## config.mk

```make
export PLATFORM = sky130hd
export DESIGN_NAME = dense_logit_argmax_reader
export DESIGN_NICKNAME = d
export VERILOG_FILES = /design/src/rtl/dense_logit_argmax_reader.sv
export SDC_FILE = /design/constraint.sdc
export NUM_CORES = 1
export LEC_CHECK = 0
export CAP_MARGIN = 5
export CORE_UTILIZATION = 39
export DETAILED_ROUTE_END_ITERATION = 7
export PLACE_DENSITY = 0.63
export SLEW_MARGIN = 30
export SYNTH_ARGS = -nofsm -noshare
export SYNTH_HDL_FRONTEND = slang
export SYNTH_SLANG_ARGS = --single-unit
```

## constraint.sdc

```tcl
create_clock -name clk -period 9.36 [get_ports clk]
set_input_delay 2.808 -clock clk [delete_from_list [all_inputs] [get_ports clk]]
set_output_delay 2.808 -clock clk [all_outputs]
set_load 0.005 [all_outputs]
```

## src/rtl/dense_logit_argmax_reader.sv

```systemverilog
// Final dense-layer consumer: starts the layer, reads NUM_CLASSES signed logits and reports the argmax.
// Optional feature macro LOGIT_CAPTURE_EN keeps a readable copy of every sampled logit.
module dense_logit_argmax_reader #(
    parameter int NUM_CLASSES = 9,
    parameter int ADDR_W      = 4,
    parameter int DATA_W      = 32,
    parameter int TIMEOUT_W   = 24
) (
    input  logic              clk,
    input  logic              reset,
    input  logic              cls_start,
    output logic              cls_busy,
    output logic              cls_valid,
    output logic              cls_err,
    output logic [ADDR_W-1:0] class_id,
    output logic [DATA_W-1:0] class_score,
    output logic              layer_start,
    input  logic              layer_done,
    output logic [ADDR_W-1:0] layer_read_addr,
    input  logic [DATA_W-1:0] layer_read_data
`ifdef LOGIT_CAPTURE_EN
    ,
    input  logic [ADDR_W-1:0] logit_sel,
    output logic [DATA_W-1:0] logit_out
`endif
);

    localparam logic [ADDR_W-1:0]    LAST_IDX = ADDR_W'(NUM_CLASSES - 1);
    localparam logic [TIMEOUT_W-1:0] CNT_MAX  = {TIMEOUT_W{1'b1}};

    typedef enum logic [2:0] {
        S_IDLE      = 3'd0,
        S_START     = 3'd1,
        S_WAIT_DONE = 3'd2,
        S_READ      = 3'd3,
        S_RESULT    = 3'd4,
        S_TIMEOUT   = 3'd5
    } state_t;

    state_t               state_r;
    logic [TIMEOUT_W-1:0] wait_cnt_r;
    logic [TIMEOUT_W-1:0] wait_cnt_inc_s;
    logic [ADDR_W-1:0]    rd_idx_r;
    logic [DATA_W-1:0]    max_val_r;
    logic [ADDR_W-1:0]    max_idx_r;
    logic                 data_gt_s;
    logic                 take_s;

    // Strict signed compare so ties keep the earliest class index.
    always_comb begin
        wait_cnt_inc_s = wait_cnt_r + TIMEOUT_W'(1);
        data_gt_s      = $signed(layer_read_data) > $signed(max_val_r);
        if (rd_idx_r == {ADDR_W{1'b0}}) begin
            take_s = 1'b1;
        end else begin
            take_s = data_gt_s;
        end
    end

    // Sequencer: start pulse, bounded wait for done, logit sweep, result/timeout report.
    always_ff @(posedge clk) begin
        if (reset) begin
            state_r         <= S_IDLE;
            wait_cnt_r      <= {TIMEOUT_W{1'b0}};
            rd_idx_r        <= {ADDR_W{1'b0}};
            max_val_r       <= {DATA_W{1'b0}};
            max_idx_r       <= {ADDR_W{1'b0}};
            cls_busy        <= 1'b0;
            cls_valid       <= 1'b0;
            cls_err         <= 1'b0;
            class_id        <= {ADDR_W{1'b0}};
            class_score     <= {DATA_W{1'b0}};
            layer_start     <= 1'b0;
            layer_read_addr <= {ADDR_W{1'b0}};
        end else begin
            layer_start <= 1'b0;
            case (state_r)
                S_IDLE: begin
                    if (cls_start) begin
                        state_r         <= S_START;
                        cls_busy        <= 1'b1;
                        cls_valid       <= 1'b0;
                        cls_err         <= 1'b0;
                        wait_cnt_r      <= {TIMEOUT_W{1'b0}};
                        layer_read_addr <= {ADDR_W{1'b0}};
                        layer_start     <= 1'b1;
                    end else begin
                        state_r <= S_IDLE;
                    end
                end
                // layer_done is deliberately not looked at here: a level left over from
                // the previous run must not satisfy the new wait.
                S_START: begin
                    state_r <= S_WAIT_DONE;
                end
                S_WAIT_DONE: begin
                    if (layer_done) begin
                        state_r  <= S_READ;
                        rd_idx_r <= {ADDR_W{1'b0}};
                    end else begin
                        wait_cnt_r <= wait_cnt_inc_s;
                        if (wait_cnt_inc_s == CNT_MAX) begin
                            state_r <= S_TIMEOUT;
                        end else begin
                            state_r <= S_WAIT_DONE;
                        end
                    end
                end
                S_READ: begin
                    if (take_s) begin
                        max_val_r <= layer_read_data;
                        max_idx_r <= rd_idx_r;
                    end else begin
                        max_val_r <= max_val_r;
                    end
                    if (rd_idx_r == LAST_IDX) begin
                        state_r <= S_RESULT;
                    end else begin
                        rd_idx_r        <= rd_idx_r + ADDR_W'(1);
                        layer_read_addr <= rd_idx_r + ADDR_W'(1);
                    end
                end
                S_RESULT: begin
                    class_id    <= max_idx_r;
                    class_score <= max_val_r;
                    cls_valid   <= 1'b1;
                    cls_busy    <= 1'b0;
                    state_r     <= S_IDLE;
                end
                S_TIMEOUT: begin
                    cls_err  <= 1'b1;
                    cls_busy <= 1'b0;
                    state_r  <= S_IDLE;
                end
                default: begin
                    cls_busy <= 1'b0;
                    state_r  <= S_IDLE;
                end
            endcase
        end
    end

`ifdef LOGIT_CAPTURE_EN
    logic [DATA_W-1:0] logit_file_r [0:NUM_CLASSES-1];

    // Shadow every logit sampled during the sweep.
    always_ff @(posedge clk) begin
        if (reset) begin
            for (int i = 0; i < NUM_CLASSES; i++) begin
                logit_file_r[i] <= {DATA_W{1'b0}};
            end
        end else if (state_r == S_READ) begin
            logit_file_r[rd_idx_r] <= layer_read_data;
        end else begin
            logit_file_r[0] <= logit_file_r[0];
        end
    end

    // Out-of-range selects read as zero.
    always_comb begin
        logit_out = {DATA_W{1'b0}};
        if (logit_sel <= LAST_IDX) begin
            logit_out = logit_file_r[logit_sel];
        end else begin
            logit_out = {DATA_W{1'b0}};
        end
    end
`endif

endmodule
```

==> results of run 1 <==
## where the power goes
group	switching [mW]	internal, mW	leakage [nW]
combinational	0.128	0.0924	1.34
sequential	0.0185	0.492	0.895
clock	0.175	0.196	0.143
total	0.322	0.780	2.37
## metrics by stage
stage | utilization [%] | total power [mW] | instance area, um^2
floorplan | - | 0.677 | 5910
global placement | 46.2 | 0.729 | 6770
detailed placement | 46.4 | 0.740 | 6800
CTS | 48.3 | 1.11 | 7080
global route | 48.4 | 1.16 | 7090
finish | 48.4 | 1.10 | 7090
## path summary, 6_finish.rpt
check	depth (start not counted)	slack, ns	to
setup / recovery	11	3.44	max_val_r[23]$_SDFFE_PP0P_
hold / removal	2	0.45	class_score[9]$_SDFFE_PP0P_
setup reg to reg	11	5.97	max_val_r[23]$_SDFFE_PP0P_
hold reg to reg	2	0.45	class_score[9]$_SDFFE_PP0P_
## final cells by class
cell class	count	area (um^2)
inverters	39	146
repair buffers	86	852
well taps	184	230
flip-flops and latches	111	2220
clock buffers	12	256
fillers	1401	7560
clock inverters	4	27.5
multi-input cells	519	3350
## sequential cells by signal, indices dropped and copies added (netlist names), 3 cells and up
name             count
class_id             4
class_score         32
layer_read_addr      4
max_idx_r            4
max_val_r           32
rd_idx_r             4
state_r              3
wait_cnt_r          24
## synthesized netlist by cell type (2+ instances only)
library cell  count  area share [%]
dfxtp_1         111              38
nand2_1         108             6.9
a21oi_1          75             6.4
or2b_2           51             7.6
nor2_1           47             3.0
inv_1            39             2.5
ha_1             36             7.6
mux2i_1          36             6.1
clkbuf_1         25             1.6
o21ai_0          20             1.7
nand2b_1         18             1.9
nand3_1          15             1.3
nand4_1          11             1.2
nor3_1           11            0.93
nor4_1            8            0.85
a311oi_1          7             1.0
a31oi_1           7            0.74
and3_1            7            0.74
nand3b_1          7            0.89
xnor2_1           6            0.89
a21o_1            4            0.51
a22oi_1           4            0.51
and2_1            4            0.42
buf_1             4            0.25
or2b_1            4            0.51
buf_12            3             1.0
xor2_1            3            0.44
a211oi_1          2            0.25
a21oi_2           2            0.30
and4_1            2            0.30
buf_2             2            0.17
nor2b_1           2            0.21
o21ai_1           2            0.17
or3_1             2            0.21
## worst max-delay path, cell delays in order
cell	delay, ns
clkdlybuf4s50_1	0.45
ha_1	0.33
nor2b_1	0.14
o211ai_1	0.18
a21boi_0	0.11
or4b_1	0.51
a211oi_2	0.25
xnor2_1	0.14
o31ai_4	0.57
buf_4	0.45
mux2i_1	0.25
## cell usage in the layout, fill, tap and decap left out, types with 3 or more instances in the layout
cell,count
dfxtp_1,111
nand2_1,108
clkdlybuf4s50_1,78
a21oi_1,75
or2b_2,51
nor2_1,47
inv_1,39
mux2i_1,36
ha_1,36
o21ai_0,20
nand2b_1,18
nand3_1,15
nand4_1,11
nor3_1,11
clkbuf_16,9
nor4_1,8
a31oi_1,7
nand3b_1,7
and3_1,7
a311oi_1,7
xnor2_1,6
buf_4,6
a22oi_1,4
and2_1,4
or2b_1,4
a21o_1,4
xor2_1,3
## per-layer routing
metal | vias to the layer above | wire (um) | global-route usage [%]
li1 | 2525 | - | -
met1 | 2349 | 6440 | 23.5
met2 | 82 | 6160 | 28.1
met3 | 15 | 549 | 3.47
met4 | 0 | 222 | 6.74
met5 | - | 0 | 0
## kinds of logic (layout without fill, tap and decap cells)
kind of cell,count (synthesis),in the layout
xor gates and xnor gates,9,9
and+or+nand+nor,305,305
DFF,111,111
AOI/OAI and AO/OA,133,133
adders and majority gates,36,36
muxes,36,36
buffers and inverters,75,141
==> flow_summary_export.csv, run 1 <==
group,metric,value,unit
run_status,status,"complete, but fails checks",
run_status,violations,"DRC",
die,fp-row-count,44,
pwr,ir_worst_vdd,97.2,uV
synthesis,synthAdderAreaFrac,7.63,%
min_path,hp-class,"flip-flop to flip-flop",
finish,stdcell_count,955,
synthesis,synth_fp_nets,777,
synthesis,synth-simple-area-share,28.1,%
global_routing,grt_pass1_wl,22500,um
die,start_util,40.3,%
critical_path,end_kind,"flip-flop",
timing,hold_viol_final,0,
critical_path,worstPathRequired,9.64,ns
finish,area_growth,20.0,%
die,dieWidth,125,um
clock_network,htreeDepth,3,
timing,min_period,5.92,ns
clock_network,clk_transition_reported_paths,0.07,ns
synthesis,yosys_warnings,0,
die,die-area,15600,um^2
synthesis,synth_cell_types,54,
timing,drv_slew,0,
pwr,p_per_area,156,nW/um^2
critical_path,worstPathMaxFanout,20,
placed_design,portBuffers,79,
synthesis,synthXorXnorAreaFrac,1.33,%
pwr,power.leakage,2.37,nW
flow_run,max_cap_violations,0,
clock_network,cts_setup_buffers,0,
detailed_routing,wl_per_cell,14.0,um
critical_path,arrival,6.20,ns
clock_network,cts_root_buffer,"clkbuf_16",
critical_path,r2r_start,"max_val_r[5]$_SDFFE_PP0P_",
clock_network,cts.repair.resized,0,
finish,num_antenna_cells,0,
clock_network,numCtsBuffers,9,
timing,worst_pin_slew,0.892,ns
global_routing,first_global_vias,4617,
global_routing,antenna_found_initial,0,
clock_network,insertion_delay,0.35,ns
detailed_routing,dr.pass1.iters,8,
detailed_routing,via_per_inst,5.21,
die,num_io_pins,80,
min_path,hp-start,"class_score[9]$_SDFFE_PP0P_",
placed_design,pre_cts_ws,3.01,ns
synthesis,synth-seq-cells,111,
detailed_routing,dr_total_vias,4971,
timing,setup-tns-final,0,ns
synthesis,synth_top_family_by_area,"simple AND/OR/NAND/NOR gates",
clock_network,cts_max_path_buffers,2,
die,die_h,125,um
synthesis,avgSynthCellArea,8.38,um^2
timing,slew_headroom,40.5,%
clock_network,cts_tree,"built",
synthesis,ys_seq_area_share,37.6,%
timing,rsz0062_at_grt,"false",
detailed_routing,routed_wl,13400,um
global_routing,grt_max_degree,97,
timing,fin_worst_skew,0.00729,ns
clock_network,cts_hold_buf,0,
detailed_routing,drc_errors,14,
global_routing,grt.total_usage,17.6,%
synthesis,synthMuxAreaShare,6.10,%
finish,drive_above_1_share,10.9,%
synthesis,synth-compound-area-share,13.3,%
detailed_routing,drtIter0Drc,374,
critical_path,critPathKind,"input pin to flip-flop",
timing,finalSetupViolations,0,
finish,fin_nets,838,
placed_design,place_hpwl,9450,um
placed_design,gp_congestion,0.857,
synthesis,synth.cell_area,5910,um^2
critical_path,startpoint,"layer_read_data[1]",
clock_network,clock-sinks,111,
synthesis,synth-edff-count,0,
detailed_routing,ant_nets,0,
placed_design,place_inst,938,
timing,fmax,169,MHz
synthesis,synthCells,705,
timing,fin_ws,3.44,ns
die,core-area,14600,um^2
timing,hold_ws,0.451,ns
synthesis,async_flop_share,0,%
global_routing,overflow,0,
synthesis,synthFlopType,"dfxtp_1",
critical_path,startpoint_type,"input pin",
timing,min_period_over_period,63.3,%
Note: power is estimated with default switching activity, not from simulation.
==> inputs of run 2 (changes only) <==
==> constraint.sdc (replaced) <==
create_clock -name clk -period 5.9 [get_ports clk]
set_input_delay 1.77 -clock clk [delete_from_list [all_inputs] [get_ports clk]]
set_output_delay 1.77 -clock clk [all_outputs]
set_load 0.005 [all_outputs]
==> flow_summary_export.csv, run 2 (synthesized netlist as in run 1, its figures left out) <==
group,metric,value,unit
detailed_routing,wl_per_cell,14.1,um
critical_path,r2r_start,"max_val_r[5]$_SDFFE_PP0P_",
global_routing,antenna_found_initial,0,
clock_network,clock-sinks,111,
critical_path,rr_endpoint,"max_val_r[21]$_SDFFE_PP0P_",
timing,drv_slew,0,
critical_path,end_kind,"flip-flop",
clock_network,cts_hold_buf,0,
finish,area_growth,20.9,%
global_routing,first_global_vias,4816,
critical_path,worstPathMaxFanout,20,
global_routing,grt_pass1_wl,22800,um
timing,worst_pin_slew,0.964,ns
clock_network,cts_tree,"built",
die,die_h,125,um
finish,top_regs,"class_score (32), max_val_r (32), wait_cnt_r (24)",
pwr,p_per_area,262,nW/um^2
timing,fmax,228,MHz
placed_design,portBuffers,79,
timing,rsz0062_at_grt,"false",
critical_path,rrSetupSlack,3.00,ns
timing,hold_viol_final,0,
clock_network,cts_max_path_buffers,2,
pwr,ir_worst_vdd,181,uV
clock_network,cts.repair.resized,0,
run_status,status,"finished clean",
die,num_io_pins,80,
min_path,min_path_cells,2,
min_path,holdPathEnd,"class_score[7]$_SDFFE_PP0P_",
finish,fin_nets,838,
clock_network,cts_root_buffer,"clkbuf_16",
critical_path,critPathKind,"input pin to flip-flop",
timing,setup-tns-final,0,ns
finish,num_antenna_cells,0,
finish,n_fill_cell,1391,
timing,fin_ws,1.51,ns
placed_design,place_hpwl,9370,um
clock_network,clk_transition_reported_paths,0.07,ns
placed_design,pre_cts_ws,1.16,ns
die,core-area,14600,um^2
die,dieWidth,125,um
die,die-area,15600,um^2
finish,final_util,48.8,%
finish,multi_input_area,3340,um^2
timing,min_period_over_period,74.4,%
critical_path,r2r_cells,11,
placed_design,gp_congestion,0.813,
finish,final_common_cell,"dfxtp_1",
clock_network,numCtsBuffers,9,
global_routing,grt.total_usage,17.7,%
detailed_routing,routed_wl,13500,um
global_routing,overflow,0,
timing,min_period,4.39,ns
detailed_routing,ant_nets,0,
die,start_util,40.3,%
clock_network,htreeDepth,3,
min_path,hp-class,"flip-flop to flip-flop",
timing,slew_headroom,35.7,%
detailed_routing,drtIter0Drc,393,
clock_network,insertion_delay,0.36,ns
finish,final_cell_mix,"111 x dfxtp_1, 108 x nand2_1, 78 x clkdlybuf4s50_1",
pwr,power.leakage,2.40,nW
clock_network,cts_setup_buffers,0,
finish,seqCellArea,2220,um^2
detailed_routing,via_per_inst,5.25,
detailed_routing,dr.pass1.iters,7,
die,fp-row-count,44,
global_routing,grt_max_degree,103,
flow_run,max_cap_violations,0,
min_path,hp-start,"class_score[7]$_SDFFE_PP0P_",
timing,finalSetupViolations,0,
detailed_routing,drc_errors,0,
critical_path,startpoint_type,"input pin",
critical_path,worstPathRequired,6.18,ns
timing,fin_worst_skew,0.00842,ns
detailed_routing,dr_total_vias,5011,
critical_path,arrival,4.67,ns
finish,drive_above_1_share,11.0,%
-- run 2: cell types whose count changed in the layout (fill, tap and decap cells not counted) --
cell | before | now
clkinv_2 | 2 | 1
nor4_4 | 1 | 0
clkbuf_1 | 1 | 0
buf_4 | 6 | 8
bufinv_16 | 0 | 3
buf_8 | 1 | 0
inv_6 | 1 | 0
buf_6 | 1 | 0
nor4_2 | 0 | 1
-- run 2: power by group --
part | switching (mW) | internal [mW]
registers | 0.0289 | 0.780
logic | 0.199 | 0.143
clock network | 0.284 | 0.439
-- run 2: how the worst max path moves through the flow --
stage | start | end | slack [ns] | cells after the start
finish | layer_read_data[5] | max_val_r[21]$_SDFFE_PP0P_ | 1.51 | 11
global route | layer_read_data[15] | max_val_r[18]$_SDFFE_PP0P_ | 1.30 | 11
CTS | layer_read_data[5] | max_val_r[21]$_SDFFE_PP0P_ | 1.49 | 11
detailed placement | layer_read_data[5] | max_val_r[12]$_SDFFE_PP0P_ | 1.16 | 11
global placement | layer_read_data[5] | max_val_r[21]$_SDFFE_PP0P_ | 1.23 | 11
floorplan | layer_read_data[5] | max_idx_r[0]$_SDFFE_PP0P_ | 1.87 | 11
-- run 2: routing by layer --
metal  routed length, um  vias to the layer above  track usage, %
met5                   0                        -               0
met4                 242                        0            6.67
met3                 498                       14            3.12
met2                6230                       96            29.3
met1                6510                     2368            22.9
li1                    -                     2533               -
-- run 2: area by class of cell --
class	instances	share of cell area, %
inverters	39	2.05
flip-flops and latches	111	31.1
repair buffers	86	11.8
clock buffers	11	3.54
clock inverters	5	1.45
well taps	184	3.22
multi-input cells	519	46.8
-- run 2: per-stage QoR --
stage               area [um^2]  instances  total power, mW  hold slack [ns]
floorplan                  5910        705             1.07            0.427
CTS                        7140        955             1.89            0.457
detailed placement         6780        939             1.17            0.446
global placement           6780        939             1.15            0.442
finish                     7140        955             1.87            0.453
global route               7140        955             1.96            0.474
-- run 2: worst max-delay path, cell delays in order --
cell	delay (ns)
clkdlybuf4s50_1	0.44
ha_1	0.34
a21oi_2	0.15
o21ai_1	0.08
a221oi_2	0.21
or4b_1	0.47
a211oi_2	0.26
xnor2_1	0.13
o31ai_4	0.19
buf_4	0.38
mux2i_1	0.25
